**config.mk**
```make
export PLATFORM = sky130hd
export DESIGN_NAME = mem_arbiter
export DESIGN_NICKNAME = d
export VERILOG_FILES = /design/src/rtl/mem_arbiter.sv
export SDC_FILE = /design/constraint.sdc
export NUM_CORES = 1
export LEC_CHECK = 0
export BUFFER_PORTS_ARGS = -buffer_cell sky130_fd_sc_hd__buf_4
export CAP_MARGIN = 20
export CORE_AREA = 2 2 225 227
export DETAILED_ROUTE_END_ITERATION = 7
export DIE_AREA = 0 0 227 229
export GPL_ROUTABILITY_DRIVEN = 1
export SYNTH_ARGS = -nofsm -noshare
export SYNTH_HDL_FRONTEND = slang
export SYNTH_SLANG_ARGS = --single-unit
```
**constraint.sdc**
```tcl
create_clock -name clk -period 3.7 [get_ports clk]
set_input_delay 0.185 -clock clk [delete_from_list [all_inputs] [get_ports clk]]
set_output_delay 0.185 -clock clk [all_outputs]
set_load 0.005 [all_outputs]
```
**src/rtl/mem_arbiter.sv**
```systemverilog
// Arbitrates icache/dcache line requests onto single-port main memory; MEM_ARB_RR_EN selects round-robin, else dcache-priority.
// Latency: done pulse LATENCY cycles after the grant edge; one access per LATENCY+2 cycles.
// Backpressure: requests are held until done and ignored outside IDLE.
module mem_arbiter #(
  parameter int ADDR_W  = 20,
  parameter int LINE_W  = 128,
  parameter int LATENCY = 5
) (
  input  logic              clk,
  input  logic              reset,
  input  logic              icache_req,
  input  logic [ADDR_W-1:0] icache_addr,
  input  logic              dcache_req,
  input  logic              dcache_we,
  input  logic [ADDR_W-1:0] dcache_addr,
  input  logic [LINE_W-1:0] dcache_wdata,
  output logic [ADDR_W-1:0] mem_addr,
  output logic [LINE_W-1:0] mem_wdata,
  output logic              mem_we,
  input  logic [LINE_W-1:0] mem_rdata,
  output logic [LINE_W-1:0] rdata,
  output logic              icache_done,
  output logic              dcache_done,
  output logic              busy
);

  localparam logic [1:0] IDLE = 2'd0;
  localparam logic [1:0] BUSY = 2'd1;
  localparam logic [1:0] DONE = 2'd2;

  localparam logic [3:0] CNT_INIT = 4'(LATENCY - 1);

  logic [1:0] state;
  logic [3:0] cnt;
  logic       wr_q;
  logic       last_grant;  // 1 = dcache, 0 = icache
  logic       grant_d;

  always_comb begin
    grant_d = dcache_req;
`ifdef MEM_ARB_RR_EN
    if (icache_req && dcache_req) begin
      grant_d = ~last_grant;
    end
`endif
  end

  always_ff @(posedge clk) begin
    if (reset) begin
      state       <= IDLE;
      cnt         <= 4'd0;
      wr_q        <= 1'b0;
      last_grant  <= 1'b0;
      mem_addr    <= '0;
      mem_wdata   <= '0;
      rdata       <= '0;
      icache_done <= 1'b0;
      dcache_done <= 1'b0;
    end else begin
      case (state)
        IDLE: begin
          if (icache_req || dcache_req) begin
            state      <= BUSY;
            cnt        <= CNT_INIT;
            last_grant <= grant_d;
            wr_q       <= grant_d & dcache_we;
            mem_addr   <= grant_d ? dcache_addr : icache_addr;
            if (grant_d) begin
              mem_wdata <= dcache_wdata;
            end
          end
        end
        BUSY: begin
          if (cnt != 4'd0) begin
            cnt <= cnt - 4'd1;
          end else begin
            if (!wr_q) begin
              rdata <= mem_rdata;
            end
            if (last_grant) begin
              dcache_done <= 1'b1;
            end else begin
              icache_done <= 1'b1;
            end
            state <= DONE;
          end
        end
        DONE: begin
          icache_done <= 1'b0;
          dcache_done <= 1'b0;
          state       <= IDLE;
        end
        default: state <= IDLE;
      endcase
    end
  end

  // Write strobe aligns with the final BUSY cycle so memory commits on the done edge.
  assign mem_we = (state == BUSY) && (cnt == 4'd0) && wr_q;
  assign busy   = (state == BUSY) || (state == DONE);

endmodule

```
==> impl_summary.md, run 1 <==
Placed design
During placement, the flow inserted port buffers numbering between 500 and 600. The placement-stage cell area is between 0.015 and 0.02 mm2. The HPWL reported at the end of detailed placement is about 27000 um. The routability congestion estimate is slightly above 0.8.

The total instance count after detailed placement is around 2400.

Route
For this block, the initial DRC count from the detailed router was 509. The first detailed-routing pass ran for 4 iterations. Using the TritonRoute via totals, the vias-per-cell ratio works out to between 4 and 5.

Once detail routing completed, the nets flagged for antenna violations numbered 0. The total number of vias is between 10000 and 15000. Dividing the detail-routed wire length by the instance count gives between 15 and 20 um. The DRC violation count after routing is 0.

The final layout contains routed wiring with a total length of 42050 um.

Pwr
The worst-case IR drop observed on VDD is between 0.0003 and 0.0004 V. In this run the static leakage power is between 0.008 and 0.009 uW. The power density of the placed cells is 534.2 mW/mm2.

CTS
The quantity of gates resized following cts is 0. The clock latency reported for the late side of the worst-skew pair is roughly 0.54 ns. Counting the buffers created by CTS gives 34. Counting every sink on the clock net gives 286. TritonCTS built the clock tree. The buffer cell driving the clock tree root is sky130_fd_sc_hd__clkbuf_16. Clock-pin slew was measured on the worst setup and hold paths at approximately 0.06 ns. Buffers added to address setup during post-CTS repair amount to 0. The number of levels in the clock H-tree is 2. No sink is reached through more buffers than the 3 on the longest clock path.

Synthesis
The number of synthesized flops with an enable pin is 0. After synthesis, the cell types taking the most area are sky130_fd_sc_hd__dfxtp_1 49%, sky130_fd_sc_hd__nand2b_1 14%, sky130_fd_sc_hd__mux2i_1 13%. Yosys instantiated no cell more often than sky130_fd_sc_hd__dfxtp_1. The cell taking the most area after synthesis is sky130_fd_sc_hd__dfxtp_1. In the synthesized netlist the dominant register cell turns out to be sky130_fd_sc_hd__dfxtp_1. The number of distinct standard cells referenced by the synthesized netlist is 34. After synthesis the netlist holds a flip-flop and latch count of 286. The number of nets in the synthesized netlist is 1577. The cell area after synthesis is between 0.01 and 0.015 mm2.

The Yosys warning count is 0. The number of cells produced by synthesis is roughly 1300. For this run, asynchronously set or reset flops after synthesis account for 0%.

The synthesized area per cell is around 9.2 um2. The commonest cells after synthesis are 286 x sky130_fd_sc_hd__dfxtp_1, 259 x sky130_fd_sc_hd__nand2b_1, 258 x sky130_fd_sc_hd__nand2_1, 149 x sky130_fd_sc_hd__mux2i_1, 131 x sky130_fd_sc_hd__a21oi_1. The top cell type by area accounts for between 40% and 50% of the synthesized area. The post-synthesis sequential area ratio is 49.18%.

Worst setup path
The endpoint arrival time on the critical path is 3.03 ns. The critical path class is flip-flop to flip-flop. The worst setup path is captured at a flip-flop. The worst register-to-register path begins at cnt[0].

STA classifies the critical path startpoint as a flip-flop. At the worst endpoint, the required time is 4.15 ns. The capture point of the critical path is rdata[77]. The slack of the worst reg-to-reg path is approximately 1.1 ns. The launching instance or port of the critical path is cnt[0].

The endpoint of the most critical register-to-register path is rdata[77]. For the worst flop-to-flop path, the logic depth is 6. The largest fanout of any net on the critical path is 29.

Floorplanning
Pin placement for this block handled 581 I/O pins. The initial utilization of the core area, before any placement, comes to 23.45%. The chip width is 227 um. The floorplan has between 80 and 90 rows. The vertical extent of the die is 229 um. In this run the standard cell core region covers 0.04966 mm2. The die area is just over 0.05 mm2.

Layout
For this run, the number of standard cells in the final layout without fillers is around 2800. The filler cells instantiated in the layout total between 4000 and 5000. The area growth from synthesis to layout is 75.48%. 0 antenna diodes ended up in the layout. The area of all placed cells without fillers is ~0.02 mm2. For this run, the post-layout net count is 2389. The post-route netlist has around 31% of its cells at a drive strength greater than 1.

Timing
Setup repair after global routing left no endpoint under its margin. The post-route worst hold slack is about 0.037 ns. The worst-case headroom to the max-slew limit is 37.23%.

The count of endpoints failing hold in the final timing report is 0. For the finished layout, the period the worst path requires is ~2.6 ns. The highest clock frequency the design can meet is ~390 MHz. The final critical-path share of the clock period is ~70%. The count of pins over their slew limit is 0. Setup total negative slack on the finished layout was measured at 0 ns. The largest clock skew in the final design is 0.02391 ns. The count of endpoints failing setup in the final report is 0.

The slew of the pin with the lowest slew margin is between 0.9 and 1 ns.

GRT
The overall track demand over capacity in global routing is between 10% and 20%. The total overflow reported by the global router is 0. For this run, global-route usage on met1 was measured as between 10% and 20%. The number of antenna violations at the first check in global routing is 1.

Entering global routing, the biggest net connects between 150 and 200 pins. The number of global-route vias before repair is 12220. For this run, global-route usage on met2 was measured as 27.05%.

The first global-routing pass estimated between 60000 and 70000 um of wire. The met3 routing resource usage after global routing is 4.965%. met2 is the most crowded layer.

Run status
The flow ran to the end, and the final reports show no timing, DRC or antenna violations.

Worst hold path
The worst min-delay path class is primary input to flip-flop.

Flow run
Across the run, the number of max-cap violations was 0.
-- layer usage --
layer,vias to the layer above,part of all wire [%]
li1,5768,-
met1,5348,41
met2,454,47
met3,85,8.6
met4,0,3.1
met5,-,0
-- cell usage in the layout, fill, tap and decap left out, drive strengths merged, types with 21 or more instances in the layout --
master	count
clkbuf	48
buf	599
nand2	258
a211oi	21
dfxtp	286
nand2b	259
a21oi	131
nor2	26
mux2i	149
dlygate4sd3	275
-- repair_timing --
item                                    CTS  global route
hold buffers                            275             0
endpoints found under the hold margin   267             0
endpoints found under the setup margin    0             0
-- cells by family after synthesis --
logic type	count (synthesis)	synth area share [%]
AOI/OAI and AO/OA	167	7.942
muxes	149	12.81
buffers and inverters	105	5.395
and+or+nand+nor	559	24.14
adders and majority gates	5	0.5373
DFF	286	49.18
-- metrics by stage --
stage / util, % / power, uW / setup slack (ns)
2_1_floorplan: - / 5778 / 1.888
3_3_place_gp: 33.23 / 7159 / 1.099
3_5_place_dp: 33.28 / 7255 / 1.082
4_1_cts: 41.14 / 11020 / 1.049
5_1_grt: 41.14 / 11500 / 0.9046
6_report: 41.14 / 10910 / 1.120
-- report_power, final --
group / internal (uW) / switching (uW) / total (uW) / leakage, uW
Sequential: 3660 / 348 / 4010 / 0.00234
Clock: 2100 / 1350 / 3460 / 0.000565
Combinational: 1840 / 1610 / 3440 / 0.00590
-- flip-flops by register name, indices dropped and copies added, names as in the netlist --
| signal | flops |
|---|---|
| mem_wdata | 128 |
| rdata | 128 |
| mem_addr | 20 |
| cnt | 4 |
| state | 2 |
| dcache_done | 1 |
| icache_done | 1 |
| last_grant | 1 |
| wr_q | 1 |
-- critical path, stage by stage (launching register included) --
cell and delay (ns):
sky130_fd_sc_hd__dfxtp_1 0.34, sky130_fd_sc_hd__inv_1 0.08, sky130_fd_sc_hd__ha_1 0.22, sky130_fd_sc_hd__or3b_1 0.51, sky130_fd_sc_hd__nor3_4 0.76, sky130_fd_sc_hd__buf_12 0.32, sky130_fd_sc_hd__mux2i_1 0.23
-- worst min path at each step --
stage | from | end | cells after the start | slack [ns]
2_1_floorplan | dcache_wdata[0] | mem_wdata[0] | 2 | 0.32
6_report | icache_addr[9] | mem_addr[9] | 3 | 0.04
3_5_place_dp | dcache_wdata[52] | mem_wdata[52] | 3 | 0.44
5_1_grt | icache_addr[9] | mem_addr[9] | 3 | 0.004
3_3_place_gp | dcache_wdata[57] | mem_wdata[57] | 3 | 0.43
4_1_cts | icache_addr[8] | mem_addr[8] | 3 | 0.0005
-- cell type report --
cell class | count | area, um2 | share of cell area, %
Clock buffer | 48 | 1005 | 4.918
Clock inverter | 12 | 143.9 | 0.7043
Inverter | 7 | 26.28 | 0.1286
Multi-Input combinational cell | 880 | 5299 | 25.94
Sequential cell | 286 | 5725 | 28.03
Tap cell | 672 | 840.8 | 4.116
Timing Repair Buffer | 874 | 7390 | 36.17
(Power assumes the default switching activity.)
==> inputs of run 2 (changes only) <==
clock period = 2.2 ns   (was 3.7 ns; I/O delays follow)
==> run 2 against run 1 <==
Register-to-register slack worse by 0.93 ns. Combinational power up 73%. Power up 71%.
==> impl_summary.md, run 2 (synthesis results as in run 1) <==
Layout
The number of non-filler instances in the completed layout is 2818 (+1.4%). The share of layout cells above drive strength 1 came to 31.55% (+0.32 points). The area of all placed cells without fillers is 0.02087 mm2 (+2.1%). The library cell used most frequently in the layout, excluding fill and tap cells, is sky130_fd_sc_hd__buf_4. In the layout the commonest cells are 601 x sky130_fd_sc_hd__buf_4, 298 x sky130_fd_sc_hd__dlygate4sd3_1, 286 x sky130_fd_sc_hd__dfxtp_1, 259 x sky130_fd_sc_hd__nand2b_1, 257 x sky130_fd_sc_hd__nand2_1. The post-layout utilization of the core is 42.02% (+0.88 points).

The net count reported at finish was 2428 (+1.6%). The growth of design area from synthesis to finish is 79.22%. The count of inserted antenna diode cells is 0 (unchanged). The largest registers in the layout are mem_wdata x128, rdata x128, mem_addr x20.

Route
The count of routing violations after the opening detailed-route iteration came to 358 (-30%). The DRC violation count after routing was 0 (unchanged). The detailed-route vias per instance is 4.212 (+0.44%). The detailed-route wire length is 41990 um (-0.13%).

The detailed-router iteration count before antenna repair is 4 (unchanged). The average wire per standard cell came to 14.90 um (-1.5%). The total number of vias is 11870 (+1.8%). The number of nets with antenna violations after detailed routing came to 0 (unchanged).

Timing
The count of endpoints failing hold in the final timing report was 0 (unchanged). The count of endpoints failing setup in the final report is 0 (unchanged). The highest clock frequency the design can meet is about 490 MHz.

The slew of the pin with the lowest slew margin was 0.4703 ns (-0.4683 ns). The post-route worst hold slack was 0.07573 ns (+0.03901 ns). The final critical path takes up roughly nine tenths of the cycle. The worst-case headroom to the max-slew limit was 68.41% (+31 points). The largest clock skew in the final design is 0.01067 ns (-0.01324 ns). Setup repair after global routing left no endpoint under its margin.

The count of pins over their slew limit was 0 (unchanged). The summed negative setup slack over all endpoints is 0 ns (unchanged). The minimum clock period is slightly above 2 ns.

Worst setup path
The element type at the critical path end is an output port. The endpoint arrival time on the critical path is 1.91 ns (-1.12 ns). The endpoint identified for the worst register-to-register timing path is rdata[69]. The slack of the worst reg-to-reg path is 0.19 ns (-0.93 ns). The largest fanout of any net on the critical path was 4 (-86%). The required time reported for the critical path endpoint came to 2.09 ns (-2.06 ns). The master of the slowest instance on the critical path is sky130_fd_sc_hd__nor4bb_2. STA classifies the critical path startpoint as a flip-flop. Walking the worst path, the cells encountered are inv_1 > ha_1 > nor4bb_2 > and2_1 > buf_4. The critical path class is flip-flop to output port. The cell depth of the worst flop-to-flop path is 7 (+1). The startpoint of the most critical register-to-register path is cnt[0].

The maximum cell stage delay along the critical path came to 0.41 ns (-0.35 ns).

Worst hold path
The number of cells traversed by the worst hold path is 2 (-1). The worst min-delay path class is primary input to flip-flop. The end of the worst hold path is mem_addr[12]. The startpoint of the most critical hold path is reset.

CTS
TritonCTS built the clock tree. The number of clock sinks seen by CTS was 286 (unchanged). The tree is rooted in a sky130_fd_sc_hd__clkbuf_16. The clock latency reported for the late side of the worst-skew pair is 0.52 ns (-0.02 ns). The number of levels in the clock H-tree is 2 (unchanged). The count of buffers added by post-CTS timing repair for setup is 0 (unchanged). The total CTS buffers is 34 (unchanged). The largest buffer count on any clock path is 3 (unchanged). The post-CTS clock slew at the launch and capture registers of the worst setup and hold paths was 0.06 ns (about the same).

Floorplanning
The total number of placement rows is 82 (unchanged). The number of I/O pins was 581 (unchanged). The chip width came to 227 um (unchanged).

The starting density of the core is 23.45% (unchanged). The vertical extent of the die is 229 um (unchanged). The core area is 0.04966 mm2 (unchanged). The die area is 0.05198 mm2 (unchanged).

Placed design
The routability congestion estimate was 0.7859 (-2.3%). The HPWL reported at the end of detailed placement is 28540 um (+4.3%). The count of port buffers added during placement is 580 (unchanged).

The placement-stage cell area is 0.01668 mm2 (+0.91%). The total instance count after detailed placement came to 2460 (+0.65%).

GRT
The number of global-route vias before repair is 12450 (+1.8%). The first-pass GRT wire length is 64370 um (+0.12%). The number of antenna violations at the first check in global routing is 0 (-1). The total overflow reported by the global router was 0 (unchanged).

The overall track demand over capacity in global routing is 15.37% (+0.020 points). The pin count of the biggest net entering global routing is 95 (-40%).

Pwr
The power density of the placed cells came to 893.4 mW/mm2 (+67%). The leakage power summed over all cells is 0.009019 uW (+2.4%). The largest voltage drop on the vdd net came to 0.0006242 V (+68%).

Run status
The flow ran to the end, and the final reports show no timing, DRC or antenna violations.

Flow run
The max-capacitance violation count is 0 (unchanged).
[run 2: cell types whose count changed in the layout (fill, tap and decap cells not counted), sizes merged]
cell	change
buf	+16
clkbuf	+1
clkinv	+1
clkinvlp	-1
dlygate4sd3	+23
inv	-1
[run 2: area by class of cell]
cell class / instances / area [um2]
tap: 672 / 840.8
fill: 4715 / 28790
timing repair buffer: 913 / 7770
sequential: 286 / 5725
clock inverter: 11 / 136.4
inverter: 7 / 26.28
multi-input combinational: 880 / 5305
clock buffer: 49 / 1061
[run 2: where the power goes]
part,total [uW],switching (uW),internal (uW)
Clock,5950,2250,3700
Combinational,5940,2720,3220
Sequential,6750,582,6160
Total,18600,5560,13100
[run 2: worst max-delay path by stage]
| stage | cells past startpoint | slack [ns] | from | endpoint |
|---|---|---|---|---|
| finish | 5 | 0.18 | state[1] | mem_we |
| global route | 7 | 0.04 | cnt[0] | rdata[78] |
| CTS | 5 | 0.02 | state[1] | mem_we |
| detailed placement | 7 | 0.19 | cnt[0] | rdata[90] |
| global placement | 7 | 0.27 | cnt[0] | rdata[66] |
| floorplan | 8 | 0.39 | cnt[0] | rdata[100] |
[run 2: worst max-delay path, delay by kind of cell, from the launching register on]
family	cells	cell delay [ns]
simple gates	2	0.62
buf+inv	2	0.23
flops	1	0.33
fa+ha+maj	1	0.21
[run 2: per-layer routing]
metal | vias to the layer above | GRT usage, % | routed length [um]
met1 | 5456 | 16.74 | 16390
met2 | 481 | 26.89 | 20180
met5 | - | 0 | 0
met3 | 101 | 5.375 | 3900
met4 | 0 | 6.434 | 1513
li1 | 5832 | - | -
[run 2: through the flow]
step / worst slack (ns) / total power [uW]
final: 0.1783 / 18640
after global routing: 0.03666 / 19680
after CTS: 0.01595 / 18850
after detailed placement: 0.1867 / 12320
after global placement: 0.2697 / 12200
after floorplan: 0.3884 / 9718
[run 2: timing repair]
item,4_1_cts,5_1_grt
hold endpoints to repair,280,0
hold buffers,298,0
setup endpoints to repair,0,1
resized for setup,0,1
